==> src/rtl/cpu_ctrl_pkg.sv <==
// Shared types and encodings for the multicycle control unit.
// Holds the opcode match patterns, ALU/transfer codes and the decoded-op class.
package cpu_ctrl_pkg;

  typedef enum logic [2:0] {
    S_FETCH = 3'd0,
    S_EXEC  = 3'd1,
    S_MEM   = 3'd2,
    S_WB    = 3'd3,
    S_HALT  = 3'd4
  } state_t;

  typedef enum logic [3:0] {
    OP_ILLEGAL,
    OP_ADDI,
    OP_ADDS,
    OP_SUBS,
    OP_MOVZ,
    OP_MOVK,
    OP_LDUR,
    OP_LDURB,
    OP_STUR,
    OP_STURB,
    OP_B,
    OP_CBZ,
    OP_BLT
  } op_t;

  localparam logic [9:0]  OPC_ADDI  = 10'b1001000100;
  localparam logic [10:0] OPC_ADDS  = 11'b10101011000;
  localparam logic [10:0] OPC_SUBS  = 11'b11101011000;
  localparam logic [8:0]  OPC_MOVZ  = 9'b110100101;
  localparam logic [8:0]  OPC_MOVK  = 9'b111100101;
  localparam logic [10:0] OPC_LDUR  = 11'b11111000010;
  localparam logic [10:0] OPC_LDURB = 11'b00111000010;
  localparam logic [10:0] OPC_STUR  = 11'b11111000000;
  localparam logic [10:0] OPC_STURB = 11'b00111000000;
  localparam logic [5:0]  OPC_B     = 6'b000101;
  localparam logic [7:0]  OPC_CBZ   = 8'b10110100;
  localparam logic [7:0]  OPC_BCOND = 8'b01010100;
  localparam logic [4:0]  COND_LT   = 5'b01011;

  localparam logic [2:0] ALU_PASS_B = 3'b000;
  localparam logic [2:0] ALU_ADD    = 3'b010;
  localparam logic [2:0] ALU_SUB    = 3'b011;

  localparam logic [3:0] XFER_DWORD = 4'd8;
  localparam logic [3:0] XFER_BYTE  = 4'd1;

  // opc is instr[31:21], cond is instr[4:0]
  function automatic op_t decode_op(input logic [10:0] opc, input logic [4:0] cond);
    op_t op;
    op = OP_ILLEGAL;
    if (opc[10:1] == OPC_ADDI)                         op = OP_ADDI;
    else if (opc == OPC_ADDS)                          op = OP_ADDS;
    else if (opc == OPC_SUBS)                          op = OP_SUBS;
    else if (opc[10:2] == OPC_MOVZ)                    op = OP_MOVZ;
    else if (opc[10:2] == OPC_MOVK)                    op = OP_MOVK;
    else if (opc == OPC_LDUR)                          op = OP_LDUR;
    else if (opc == OPC_LDURB)                         op = OP_LDURB;
    else if (opc == OPC_STUR)                          op = OP_STUR;
    else if (opc == OPC_STURB)                         op = OP_STURB;
    else if (opc[10:5] == OPC_B)                       op = OP_B;
    else if (opc[10:3] == OPC_CBZ)                     op = OP_CBZ;
    else if (opc[10:3] == OPC_BCOND && cond == COND_LT) op = OP_BLT;
    return op;
  endfunction

  function automatic logic is_mem_op(input op_t op);
    return (op == OP_LDUR) || (op == OP_LDURB) || (op == OP_STUR) || (op == OP_STURB);
  endfunction

  function automatic logic is_store_op(input op_t op);
    return (op == OP_STUR) || (op == OP_STURB);
  endfunction

  function automatic logic is_byte_op(input op_t op);
    return (op == OP_LDURB) || (op == OP_STURB);
  endfunction

endpackage

==> src/rtl/multicycle_ctrl_if.sv <==
// Fetch port, datapath condition inputs and datapath control outputs of the controller.
// master = control unit, slave = instruction memory / datapath side.
interface multicycle_ctrl_if;
  logic [63:0] pc;
  logic        fetch_req;
  logic        instr_valid;
  logic [31:0] instr_in;
  logic [31:0] instruction;

  logic        negative;
  logic        zero;
  logic        overflow;
  logic        carry_out;
  logic        zSet;

  logic        Reg2Loc;
  logic        ALUSrc;
  logic        MemToReg;
  logic        RegWrite;
  logic        MemWrite;
  logic        read_en;
  logic        BrTaken;
  logic        UncondBr;
  logic        movz;
  logic        movk;
  logic        setFlag;
  logic        addi;
  logic        isLDURB;
  logic [2:0]  ALUOp;
  logic [3:0]  xfer_size;
  logic        illegal;

  modport master (
    output pc, fetch_req, instruction,
    output Reg2Loc, ALUSrc, MemToReg, RegWrite, MemWrite, read_en, BrTaken, UncondBr,
    output movz, movk, setFlag, addi, isLDURB, ALUOp, xfer_size, illegal,
    input  instr_valid, instr_in, negative, zero, overflow, carry_out, zSet
  );

  modport slave (
    input  pc, fetch_req, instruction,
    input  Reg2Loc, ALUSrc, MemToReg, RegWrite, MemWrite, read_en, BrTaken, UncondBr,
    input  movz, movk, setFlag, addi, isLDURB, ALUOp, xfer_size, illegal,
    output instr_valid, instr_in, negative, zero, overflow, carry_out, zSet
  );
endinterface

==> src/rtl/multicycle_ctrl_pc_unit.sv <==
// Program counter: holds the PC and selects pc+4 or a PC-relative branch target.
// uncond picks the 26-bit B offset, otherwise the 19-bit conditional offset.
module pc_unit #(
  parameter logic [63:0] RESET_PC = 64'h0
) (
  input  logic        clk,
  input  logic        reset,
  input  logic        advance,
  input  logic        take,
  input  logic        uncond,
  input  logic [25:0] i_imm,
  output logic [63:0] o_pc
);

  logic [63:0] r_pc;
  logic [63:0] w_off26;
  logic [63:0] w_off19;
  logic [63:0] w_pc_nxt;

  assign w_off26 = {{36{i_imm[25]}}, i_imm[25:0], 2'b00};
  assign w_off19 = {{43{i_imm[23]}}, i_imm[23:5], 2'b00};

  always_comb begin
    w_pc_nxt = r_pc + 64'd4;
    if (take) begin
      w_pc_nxt = r_pc + (uncond ? w_off26 : w_off19);
    end
  end

  always_ff @(posedge clk) begin
    if (reset) begin
      r_pc <= RESET_PC;
    end else if (advance) begin
      r_pc <= w_pc_nxt;
    end
  end

  assign o_pc = r_pc;

endmodule

==> src/rtl/multicycle_ctrl.sv <==
// Multicycle control unit: fetches over a valid handshake, latches the word and
// sequences datapath controls per state; branches resolve from datapath flags.
//
//   state   | meaning
//   --------+-----------------------------------------------------------
//   S_FETCH | fetch_req high, wait for instr_valid and latch the word
//   S_EXEC  | decode; ALU/MOV/branch finish here, memory ops form address
//   S_MEM   | memory access; stores finish here
//   S_WB    | load write-back
//   S_HALT  | undecodable word executed; all controls low until reset
module multicycle_ctrl
  import cpu_ctrl_pkg::*;
#(
  parameter logic [63:0] RESET_PC = 64'h0
) (
  input  logic              clk,
  input  logic              reset,
  multicycle_ctrl_if.master bus
);

  state_t      r_state;
  state_t      w_state_nxt;
  logic [31:0] r_instr;
  logic        r_illegal;
  op_t         w_op;

  logic        w_fetch_req;
  logic        w_reg2loc;
  logic        w_alu_src;
  logic        w_mem_to_reg;
  logic        w_reg_write;
  logic        w_mem_write;
  logic        w_read_en;
  logic        w_br_taken;
  logic        w_uncond_br;
  logic        w_movz;
  logic        w_movk;
  logic        w_set_flag;
  logic        w_addi;
  logic        w_is_ldurb;
  logic [2:0]  w_alu_op;
  logic [3:0]  w_xfer_size;
  logic        w_advance;
  logic        w_take;
  logic        w_set_illegal;
  logic        w_unused;

  assign w_op = decode_op(r_instr[31:21], r_instr[4:0]);

  always_ff @(posedge clk) begin
    if (reset) begin
      r_state   <= S_FETCH;
      r_instr   <= '0;
      r_illegal <= 1'b0;
    end else begin
      r_state <= w_state_nxt;
      if (r_state == S_FETCH && bus.instr_valid) begin
        r_instr <= bus.instr_in;
      end
      if (w_set_illegal) begin
        r_illegal <= 1'b1;
      end
    end
  end

  always_comb begin
    w_state_nxt   = r_state;
    w_fetch_req   = 1'b0;
    w_reg2loc     = 1'b0;
    w_alu_src     = 1'b0;
    w_mem_to_reg  = 1'b0;
    w_reg_write   = 1'b0;
    w_mem_write   = 1'b0;
    w_read_en     = 1'b0;
    w_br_taken    = 1'b0;
    w_uncond_br   = 1'b0;
    w_movz        = 1'b0;
    w_movk        = 1'b0;
    w_set_flag    = 1'b0;
    w_addi        = 1'b0;
    w_is_ldurb    = 1'b0;
    w_alu_op      = ALU_PASS_B;
    w_xfer_size   = XFER_DWORD;
    w_advance     = 1'b0;
    w_take        = 1'b0;
    w_set_illegal = 1'b0;

    case (r_state)
      S_FETCH: begin
        w_fetch_req = 1'b1;
        if (bus.instr_valid) begin
          w_state_nxt = S_EXEC;
        end
      end

      S_EXEC: begin
        w_advance   = 1'b1;
        w_state_nxt = S_FETCH;
        case (w_op)
          OP_ADDI: begin
            w_alu_src   = 1'b1;
            w_addi      = 1'b1;
            w_alu_op    = ALU_ADD;
            w_reg_write = 1'b1;
          end
          OP_ADDS, OP_SUBS: begin
            w_reg2loc   = 1'b1;
            w_alu_op    = (w_op == OP_SUBS) ? ALU_SUB : ALU_ADD;
            w_reg_write = 1'b1;
            w_set_flag  = 1'b1;
          end
          OP_MOVZ, OP_MOVK: begin
            w_alu_src   = 1'b1;
            w_reg_write = 1'b1;
            w_movz      = (w_op == OP_MOVZ);
            w_movk      = (w_op == OP_MOVK);
          end
          OP_LDUR, OP_LDURB, OP_STUR, OP_STURB: begin
            w_alu_src   = 1'b1;
            w_alu_op    = ALU_ADD;
            w_advance   = 1'b0;
            w_state_nxt = S_MEM;
          end
          OP_B: begin
            w_uncond_br = 1'b1;
            w_br_taken  = 1'b1;
            w_take      = 1'b1;
          end
          OP_CBZ: begin
            w_take     = bus.zSet;
            w_br_taken = bus.zSet;
          end
          OP_BLT: begin
            w_take     = bus.negative ^ bus.overflow;
            w_br_taken = bus.negative ^ bus.overflow;
          end
          default: begin
            w_advance     = 1'b0;
            w_set_illegal = 1'b1;
            w_state_nxt   = S_HALT;
          end
        endcase
      end

      S_MEM: begin
        w_alu_src = 1'b1;
        w_alu_op  = ALU_ADD;
        if (is_byte_op(w_op)) begin
          w_xfer_size = XFER_BYTE;
        end
        if (is_store_op(w_op)) begin
          w_mem_write = 1'b1;
          w_advance   = 1'b1;
          w_state_nxt = S_FETCH;
        end else begin
          w_read_en   = 1'b1;
          w_state_nxt = S_WB;
        end
      end

      S_WB: begin
        w_alu_src    = 1'b1;
        w_alu_op     = ALU_ADD;
        w_read_en    = 1'b1;
        w_mem_to_reg = 1'b1;
        w_reg_write  = 1'b1;
        w_is_ldurb   = (w_op == OP_LDURB);
        if (is_byte_op(w_op)) begin
          w_xfer_size = XFER_BYTE;
        end
        w_advance   = 1'b1;
        w_state_nxt = S_FETCH;
      end

      S_HALT: begin
        w_state_nxt = S_HALT;
      end

      default: begin
        w_state_nxt = S_FETCH;
      end
    endcase
  end

  pc_unit #(
    .RESET_PC(RESET_PC)
  ) u_pc_unit (
    .clk    (clk),
    .reset  (reset),
    .advance(w_advance),
    .take   (w_take),
    .uncond (w_uncond_br),
    .i_imm  (r_instr[25:0]),
    .o_pc   (bus.pc)
  );

  // Write strobes drop in the same cycle reset is raised so an aborted store never lands.
  assign bus.RegWrite    = w_reg_write & ~reset;
  assign bus.MemWrite    = w_mem_write & ~reset;
  assign bus.setFlag     = w_set_flag & ~reset;

  assign bus.fetch_req   = w_fetch_req;
  assign bus.instruction = r_instr;
  assign bus.illegal     = r_illegal;
  assign bus.Reg2Loc     = w_reg2loc;
  assign bus.ALUSrc      = w_alu_src;
  assign bus.MemToReg    = w_mem_to_reg;
  assign bus.read_en     = w_read_en;
  assign bus.BrTaken     = w_br_taken;
  assign bus.UncondBr    = w_uncond_br;
  assign bus.movz        = w_movz;
  assign bus.movk        = w_movk;
  assign bus.addi        = w_addi;
  assign bus.isLDURB     = w_is_ldurb;
  assign bus.ALUOp       = w_alu_op;
  assign bus.xfer_size   = w_xfer_size;

  // zero/carry_out are part of the datapath flag bundle but no supported branch uses them.
  assign w_unused = bus.zero ^ bus.carry_out;

endmodule

==> src/flat_wrapper.sv <==
// flat-port wrapper written by rule: the top's interface ports become plain ports
module multicycle_ctrl_flat import cpu_ctrl_pkg::*;
#(
  parameter logic [63:0] RESET_PC = 64'h0
)
  (clk, reset, bus_pc, bus_fetch_req, bus_instruction, bus_Reg2Loc, bus_ALUSrc, bus_MemToReg, bus_RegWrite, bus_MemWrite, bus_read_en, bus_BrTaken, bus_UncondBr, bus_movz, bus_movk, bus_setFlag, bus_addi, bus_isLDURB, bus_ALUOp, bus_xfer_size, bus_illegal, bus_instr_valid, bus_instr_in, bus_negative, bus_zero, bus_overflow, bus_carry_out, bus_zSet);
  multicycle_ctrl_if bus_i ();
  input  logic clk;
  input  logic reset;
  output wire logic [$bits(bus_i.pc)-1:0] bus_pc;
  output wire logic [$bits(bus_i.fetch_req)-1:0] bus_fetch_req;
  output wire logic [$bits(bus_i.instruction)-1:0] bus_instruction;
  output wire logic [$bits(bus_i.Reg2Loc)-1:0] bus_Reg2Loc;
  output wire logic [$bits(bus_i.ALUSrc)-1:0] bus_ALUSrc;
  output wire logic [$bits(bus_i.MemToReg)-1:0] bus_MemToReg;
  output wire logic [$bits(bus_i.RegWrite)-1:0] bus_RegWrite;
  output wire logic [$bits(bus_i.MemWrite)-1:0] bus_MemWrite;
  output wire logic [$bits(bus_i.read_en)-1:0] bus_read_en;
  output wire logic [$bits(bus_i.BrTaken)-1:0] bus_BrTaken;
  output wire logic [$bits(bus_i.UncondBr)-1:0] bus_UncondBr;
  output wire logic [$bits(bus_i.movz)-1:0] bus_movz;
  output wire logic [$bits(bus_i.movk)-1:0] bus_movk;
  output wire logic [$bits(bus_i.setFlag)-1:0] bus_setFlag;
  output wire logic [$bits(bus_i.addi)-1:0] bus_addi;
  output wire logic [$bits(bus_i.isLDURB)-1:0] bus_isLDURB;
  output wire logic [$bits(bus_i.ALUOp)-1:0] bus_ALUOp;
  output wire logic [$bits(bus_i.xfer_size)-1:0] bus_xfer_size;
  output wire logic [$bits(bus_i.illegal)-1:0] bus_illegal;
  input wire logic [$bits(bus_i.instr_valid)-1:0] bus_instr_valid;
  input wire logic [$bits(bus_i.instr_in)-1:0] bus_instr_in;
  input wire logic [$bits(bus_i.negative)-1:0] bus_negative;
  input wire logic [$bits(bus_i.zero)-1:0] bus_zero;
  input wire logic [$bits(bus_i.overflow)-1:0] bus_overflow;
  input wire logic [$bits(bus_i.carry_out)-1:0] bus_carry_out;
  input wire logic [$bits(bus_i.zSet)-1:0] bus_zSet;
  assign bus_pc = bus_i.pc;
  assign bus_fetch_req = bus_i.fetch_req;
  assign bus_instruction = bus_i.instruction;
  assign bus_Reg2Loc = bus_i.Reg2Loc;
  assign bus_ALUSrc = bus_i.ALUSrc;
  assign bus_MemToReg = bus_i.MemToReg;
  assign bus_RegWrite = bus_i.RegWrite;
  assign bus_MemWrite = bus_i.MemWrite;
  assign bus_read_en = bus_i.read_en;
  assign bus_BrTaken = bus_i.BrTaken;
  assign bus_UncondBr = bus_i.UncondBr;
  assign bus_movz = bus_i.movz;
  assign bus_movk = bus_i.movk;
  assign bus_setFlag = bus_i.setFlag;
  assign bus_addi = bus_i.addi;
  assign bus_isLDURB = bus_i.isLDURB;
  assign bus_ALUOp = bus_i.ALUOp;
  assign bus_xfer_size = bus_i.xfer_size;
  assign bus_illegal = bus_i.illegal;
  assign bus_i.instr_valid = bus_instr_valid;
  assign bus_i.instr_in = bus_instr_in;
  assign bus_i.negative = bus_negative;
  assign bus_i.zero = bus_zero;
  assign bus_i.overflow = bus_overflow;
  assign bus_i.carry_out = bus_carry_out;
  assign bus_i.zSet = bus_zSet;
  multicycle_ctrl #(.RESET_PC(RESET_PC)) u_core (.clk(clk), .reset(reset), .bus(bus_i));
endmodule
==> config.mk <==
export PLATFORM = sky130hd
export DESIGN_NAME = multicycle_ctrl_flat
export DESIGN_NICKNAME = d
export VERILOG_FILES = /design/src/rtl/cpu_ctrl_pkg.sv /design/src/rtl/multicycle_ctrl_if.sv /design/src/rtl/multicycle_ctrl_pc_unit.sv /design/src/rtl/multicycle_ctrl.sv /design/src/flat_wrapper.sv
export SDC_FILE = /design/constraint.sdc
export NUM_CORES = 1
export LEC_CHECK = 0
export CORE_UTILIZATION = 45
export CTS_CLUSTER_DIAMETER = 60
export CTS_CLUSTER_SIZE = 20
export DETAILED_ROUTE_END_ITERATION = 10
export DONT_BUFFER_PORTS = 1
export PLACE_DENSITY = 0.62
export SLEW_MARGIN = 30
export SYNTH_ARGS = -nofsm -noshare
export SYNTH_HDL_FRONTEND = slang
export SYNTH_SLANG_ARGS = --single-unit
==> constraint.sdc <==
create_clock -name clk -period 6.5 [get_ports clk]
set_input_delay 1.3 -clock clk [delete_from_list [all_inputs] [get_ports clk]]
set_output_delay 1.3 -clock clk [all_outputs]
set_load 0.03 [all_outputs]
==> flow_summary_export.csv, run 1 <==
group,metric,value,unit
final_layout,utilization,48.6,%
floorplan,die-area,18700,um^2
power_and_ir_drop,power.density,158,nW/um^2
power_and_ir_drop,leakage,3.42,nW
timing,rsz0062_at_grt,"no",
final_layout,antenna_cells,0,
synthesis,syn_inst,1149,
floorplan,pin_count,158,
setup_path,cp_cell_sequence,"or3b_1, nor4_1, nand2_1, nand3_1, nand2_2, inv_2, o21ai_2, nor2_2, buf_12, ha_1, nand2_1, nor2_1, nand2_1, a211oi_1, nor4_2, nor4_1, o21ai_0, and2_1, o211ai_1",
power_and_ir_drop,peakVddDrop,0.139,mV
synthesis,synth_edf_count,0,
floorplan,die_w,137,um
setup_path,critPathBufInv,2,
global_route,grt-ovfl-total,0,
timing,period_share,85.7,%
synthesis,ys_ff_latch,98,
setup_path,critical_path_class,"flip-flop to flip-flop",
clock_tree,clockBufferDepth,2,
setup_path,endpoint_kind,"flip-flop",
place,dpl.hpwl,17200,um
setup_path,path_common_cell,"nand2_1",
route,wire_per_inst,17.6,um
floorplan,core-area,17500,um^2
timing,finClkSkew,0.0167,ns
global_route,grt_pass1_vias,7234,
route,routed_wl,23300,um
global_route,grt_pass1_wl,37300,um
timing,maxSlewHeadroom,35.7,%
synthesis,synth.cell_area,8160,um^2
global_route,antenna_found_initial,0,
setup_path,cp.arrival,5.87,ns
global_route,grt_max_degree,103,
global_route,grt_util_all_layers,25.1,%
route,ant_nets,0,
place,gp_congestion,0.905,
final_layout,final_layout_size_suffix_gt1_share,5.28,%
synthesis,yosys-top-cells-area,"dfxtp_1 (24%), nand2_1 (9.8%), ha_1 (9.4%)",
timing,clock.fmax,180,MHz
synthesis,yosysWarnings,0,
route,num_vias,7890,
clock_tree,clock_latency,0.37,ns
setup_path,crit_fanout,36,
setup_path,max_stage_delay,0.68,ns
clock_tree,cts_resized,0,
synthesis,synthDistinctLibCells,82,
floorplan,die_y,137,um
clock_tree,cts_root_buf,"clkbuf_16",
synthesis,synth.avg_cell_area,7.10,um^2
route,first_iter_violations,433,
timing,slew_viol_final,0,
synthesis,yosysTopAreaCellShare,24.1,%
synthesis,synth.largest_area_cell,"dfxtp_1",
final_layout,multi_input_area,5760,um^2
clock_tree,cts_buffers,9,
job,maxCapViolations,0,
timing,setup_viol,0,
timing,setup_tns,0,ns
setup_path,critical_path_required,6.80,ns
floorplan,start_util,46.7,%
route,first_pass_iters,5,
final_layout,fillers,1790,
route,route.detailed.drc,0,
timing,tightest_slew,0.954,ns
final_layout,regArea,1960,um^2
place,io_buffer_count,0,
setup_path,crit_slowest_cell,"dfxtp_1",
hold_path,min_path_type,"flip-flop to flip-flop",
clock_tree,ctsHtreeMaxLevel,3,
clock_tree,clock-sinks,98,
clock_tree,path_clk_slew,0.08,ns
synthesis,synth_flop_cell,"dfxtp_1",
timing,final_hold_viol_count,0,
synthesis,seq_area_frac_synth,24.1,%
final_layout,finalNetCount,1195,
clock_tree,cts_tree,"yes",
route,vias_per_cell,5.96,
floorplan,row_count,48,
synthesis,async_flop_share,0,%
clock_tree,postCtsSetupBuffers,0,
setup_path,startpoint_type,"flip-flop",
final_layout,syn_to_final_growth,4.08,%
clock_tree,hold_buffers,0,
setup_path,cp_top_family,"simple AND/OR/NAND/NOR gates",
timing,period_minus_slack,5.57,ns
run_status,status,"finished clean",
-- layout make-up --
type,count,area share (%)
Clock inverter,6,1.14
Inverter,28,1.24
Multi-Input combinational cell,951,67.9
Clock buffer,10,2.70
Timing Repair Buffer,5,0.590
Tap cell,225,3.32
Sequential cell,98,23.1
-- state kept, by name (all words and copies together), names as in the netlist --
name	cells
u_core.u_pc_unit.o_pc	62
u_core.bus.instruction	32
u_core.r_state	3
u_core.bus.illegal	1
-- placed cells by master, fill, tap and decap left out, drive strengths merged, types with 16 or more instances in the layout --
master / Yosys / final
nand2: 214 / 214
a21oi: 155 / 155
dfxtp: 98 / 98
nor2: 91 / 91
ha: 61 / 61
o21ai: 55 / 55
nor3: 53 / 53
a21o: 44 / 44
nand3: 34 / 34
inv: 27 / 30
xnor2: 22 / 22
xor2: 19 / 19
nand4: 19 / 19
o21bai: 17 / 17
a211oi: 16 / 16
-- cell usage after synthesis, types with 19 or more instances --
cell type	n
nor2_1	89
o21ai_0	49
dfxtp_1	98
ha_1	61
a21oi_1	152
nor3_1	52
xor2_1	19
a21o_1	44
nand2_1	213
xnor2_1	22
nand4_1	19
inv_1	26
nand3_1	34
clkbuf_1	53
-- final timing paths --
| kind | end | slack, ns | cells past startpoint | startpoint |
|---|---|---|---|---|
| setup / recovery | u_core.u_pc_unit.o_pc[60] | 0.93 | 19 | u_core.bus.instruction[26] |
| hold / removal | u_core.r_state[1] | 0.61 | 2 | u_core.r_state[0] |
| setup reg to reg | u_core.u_pc_unit.o_pc[60] | 0.93 | 19 | u_core.bus.instruction[26] |
| hold reg to reg | u_core.r_state[1] | 0.61 | 2 | u_core.r_state[0] |
-- per-stage QoR --
stage               setup WS [ns]  hold WS, ns  cells  total power [mW]  area, um^2
finish                      0.932        0.613   1323              1.34        8490
global route                0.469        0.643   1323              1.38        8490
CTS                         0.954        0.606   1323              1.35        8490
detailed placement          0.942        0.592   1307             0.746        8160
global placement            0.914        0.579   1307             0.744        8150
floorplan                    1.15        0.548   1153             0.738        8170
-- layer usage --
layer / wire length [um] / GRT usage [%] / vias to the layer above
met1: 10800 / 32.6 / 3598
met3: 1530 / 5.89 / 34
met5: 0 / 0 / -
li1: - / - / 4023
met2: 10500 / 41.0 / 235
met4: 425 / 7.78 / 0
-- worst min-delay path, cell delays in order (launching register included) --
cell,delay [ns]
dfxtp_1,0.37
a31oi_1,0.15
nor3_1,0.05
-- power breakdown --
group          total [mW]  internal [mW]  switching (mW)
combinational      0.0628         0.0202          0.0426
sequential          0.669          0.615          0.0544
clock               0.611          0.344           0.267
-- logic make-up after synthesis --
logic type,after synthesis,share of synthesized area (%)
simple gates,484,27.8
compound gates,358,28.4
buf+inv,104,5.57
flops,98,24.1
fa+ha+maj,62,9.60
xor+xnor,41,4.40
other cells,1,0.0460
mux,1,0.123
Power figures use the tool's default switching activity.
==> run 2, diff against run 1 <==
--- a/config.mk
+++ b/config.mk
@@ -5,12 +5,13 @@
 export SDC_FILE = /design/constraint.sdc
 export NUM_CORES = 1
 export LEC_CHECK = 0
-export CORE_UTILIZATION = 45
+export CORE_UTILIZATION = 35
 export CTS_CLUSTER_DIAMETER = 60
 export CTS_CLUSTER_SIZE = 20
 export DETAILED_ROUTE_END_ITERATION = 10
 export DONT_BUFFER_PORTS = 1
-export PLACE_DENSITY = 0.62
+export GPL_ROUTABILITY_DRIVEN = 0
+export PLACE_DENSITY = 0.51
 export SLEW_MARGIN = 30
 export SYNTH_ARGS = -nofsm -noshare
 export SYNTH_HDL_FRONTEND = slang
==> run 2 against run 1 <==
  * Combinational power up 4.1%
  * Via count rose by 0.47%
  * Critical endpoint is now u_core.u_pc_unit.o_pc[58]
  * Sequential share of layout area is 0.34 points lower
==> flow_summary_export.csv, run 2 (same netlist as run 1, synthesis figures left out) <==
group,metric,value,unit
setup_path,rrSetupSlack,0.63,ns
final_layout,finalNetCount,1200,
global_route,antenna_found_initial,0,
route,ant_nets,0,
setup_path,cp_cell_sequence,"or3b_1, nor4_1, nand2_1, nand3_1, nand2_2, inv_2, o21ai_2, nor2_2, ha_1, a21oi_1, o21ai_0, a22oi_1, a21oi_1, a221oi_1, a21oi_2, o21ai_0, a2111oi_0, a311o_1",
power_and_ir_drop,switchingPower,383,uW
clock_tree,postCtsSetupBuffers,0,
clock_tree,cts_tree,"yes",
timing,clock.fmax,170,MHz
setup_path,endpoint_kind,"flip-flop",
setup_path,critPathBufInv,1,
floorplan,die_y,155,um
route,route.detailed.drc,0,
floorplan,die_w,155,um
timing,maxSlewHeadroom,35.4,%
setup_path,timing.rr.start,"u_core.bus.instruction[26]",
clock_tree,clock_latency,0.37,ns
setup_path,crit_fanout,18,
final_layout,design_area,8620,um^2
clock_tree,cts_root_buf,"clkbuf_16",
setup_path,worst-path-stages,18,
route,first_iter_violations,371,
final_layout,largest_register_ffs,62,
clock_tree,clockBufferDepth,2,
final_layout,fillers,2481,
timing,setup_tns,0,ns
power_and_ir_drop,peakVddDrop,0.130,mV
power_and_ir_drop,p_clk_share,45.1,%
timing,period_minus_slack,5.87,ns
clock_tree,path_clk_slew,0.09,ns
power_and_ir_drop,power.density,155,nW/um^2
final_layout,antenna_cells,0,
power_and_ir_drop,p_seq_share,50.0,%
clock_tree,ctsHtreeMaxLevel,3,
setup_path,max_stage_delay,0.70,ns
place,place_area,8300,um^2
final_layout,final_cell_mix,"nand2_1 (212), a21oi_1 (152), dfxtp_1 (98)",
global_route,grt_pass1_wl,40500,um
route,num_vias,7927,
power_and_ir_drop,internal-power,955,uW
setup_path,critical_path_class,"flip-flop to flip-flop",
power_and_ir_drop,leakage,3.45,nW
global_route,grt_util_all_layers,21.1,%
power_and_ir_drop,switching_share,28.6,%
floorplan,core-area,22800,um^2
job,maxCapViolations,0,
timing,finClkSkew,0.0127,ns
final_layout,final_layout_size_suffix_gt1_share,5.80,%
floorplan,start_util,35.8,%
global_route,grt-ovfl-total,0,
setup_path,cp.arrival,6.12,ns
setup_path,crit_path_start,"u_core.bus.instruction[26]",
setup_path,startpoint_type,"flip-flop",
setup_path,critical_path_required,6.75,ns
route,first_pass_iters,5,
setup_path,crit_slowest_cell,"dfxtp_1",
global_route,grt_max_degree,103,
global_route,grt_pass1_vias,7485,
timing,rsz0062_at_grt,"no",
floorplan,die-area,23900,um^2
final_layout,syn_to_final_growth,5.65,%
timing,tightest_slew,0.962,ns
route,routed_wl,25200,um
timing,final_hold_viol_count,0,
timing,slew_viol_final,0,
timing,setup_viol,0,
setup_path,r2r-end,"u_core.u_pc_unit.o_pc[58]",
route,vias_per_cell,5.60,
place,io_buffer_count,0,
timing,period_share,90.2,%
setup_path,cp_top_family,"compound AO/OA/AOI/OAI gates",
floorplan,pin_count,158,
setup_path,reg2reg_depth,18,
hold_path,min_path_type,"flip-flop to flip-flop",
clock_tree,hold_buffers,0,
setup_path,endpoint,"u_core.u_pc_unit.o_pc[58]",
route,wire_per_inst,17.8,um
clock_tree,cts_resized,0,
place,dpl.hpwl,19000,um
floorplan,row_count,55,
power_and_ir_drop,p_comb_share,4.9,%
clock_tree,cts_buffers,9,
run_status,status,"finished clean",
final_layout,final_common_cell,"nand2_1",
clock_tree,clock-sinks,98,
-- run 2: layout make-up --
| cell class | count | area [um^2] | share of cell area, % |
|---|---|---|---|
| Multi-Input combinational cell | 951 | 5760 | 66.9 |
| Sequential cell | 98 | 1960 | 22.8 |
| Tap cell | 313 | 392 | 4.55 |
| Clock buffer | 10 | 239 | 2.77 |
| Inverter | 28 | 105 | 1.22 |
| Clock inverter | 6 | 78.8 | 0.915 |
| Timing Repair Buffer | 10 | 75.1 | 0.871 |
-- run 2: worst min path at each step --
stage                                  from           endpoint  slack [ns]  cells past startpoint
after floorplan           u_core.r_state[0]  u_core.r_state[1]        0.55                      2
after global placement    u_core.r_state[0]  u_core.r_state[1]        0.58                      2
after detailed placement  u_core.r_state[0]  u_core.r_state[1]        0.60                      2
after CTS                 u_core.r_state[0]  u_core.r_state[1]        0.61                      2
after global routing      u_core.r_state[0]  u_core.r_state[1]        0.64                      2
final                     u_core.r_state[0]  u_core.r_state[1]        0.61                      2
-- run 2: through the flow --
step                power [mW]  worst slack, ns  hold slack, ns  std cells  util, %
detailed placement       0.749            0.729           0.598       1400     36.4
CTS                       1.35            0.695           0.611       1416     37.8
finish                    1.34            0.635           0.613       1416     37.8
global placement         0.747            0.712           0.583       1400     36.4
floorplan                0.738             1.15           0.548       1153        -
global route              1.39            0.158           0.642       1416     37.8
-- run 2: worst min-delay path, cell delays in order (launching register included) --
cell     delay [ns]
dfxtp_1        0.37
a31oi_1        0.15
nor3_1         0.05
-- run 2: power by group through the flow --
stage	Combinational, mW	Clock [mW]	Sequential [mW]
2_1_floorplan	0.0672	0	0.671
3_3_place_gp	0.0640	0	0.683
3_5_place_dp	0.0655	0	0.683
4_1_cts	0.0656	0.619	0.669
5_1_grt	0.0734	0.640	0.672
6_report	0.0654	0.603	0.669
-- run 2: routing by layer --
metal  global-route usage, %  vias to the layer above  routed length (um)
li1                        -                     4028                   -
met3                    4.46                       23                1500
met1                    27.8                     3685               11900
met2                    34.5                      191               11500
met4                    5.80                        0                 307
met5                       0                        -                   0
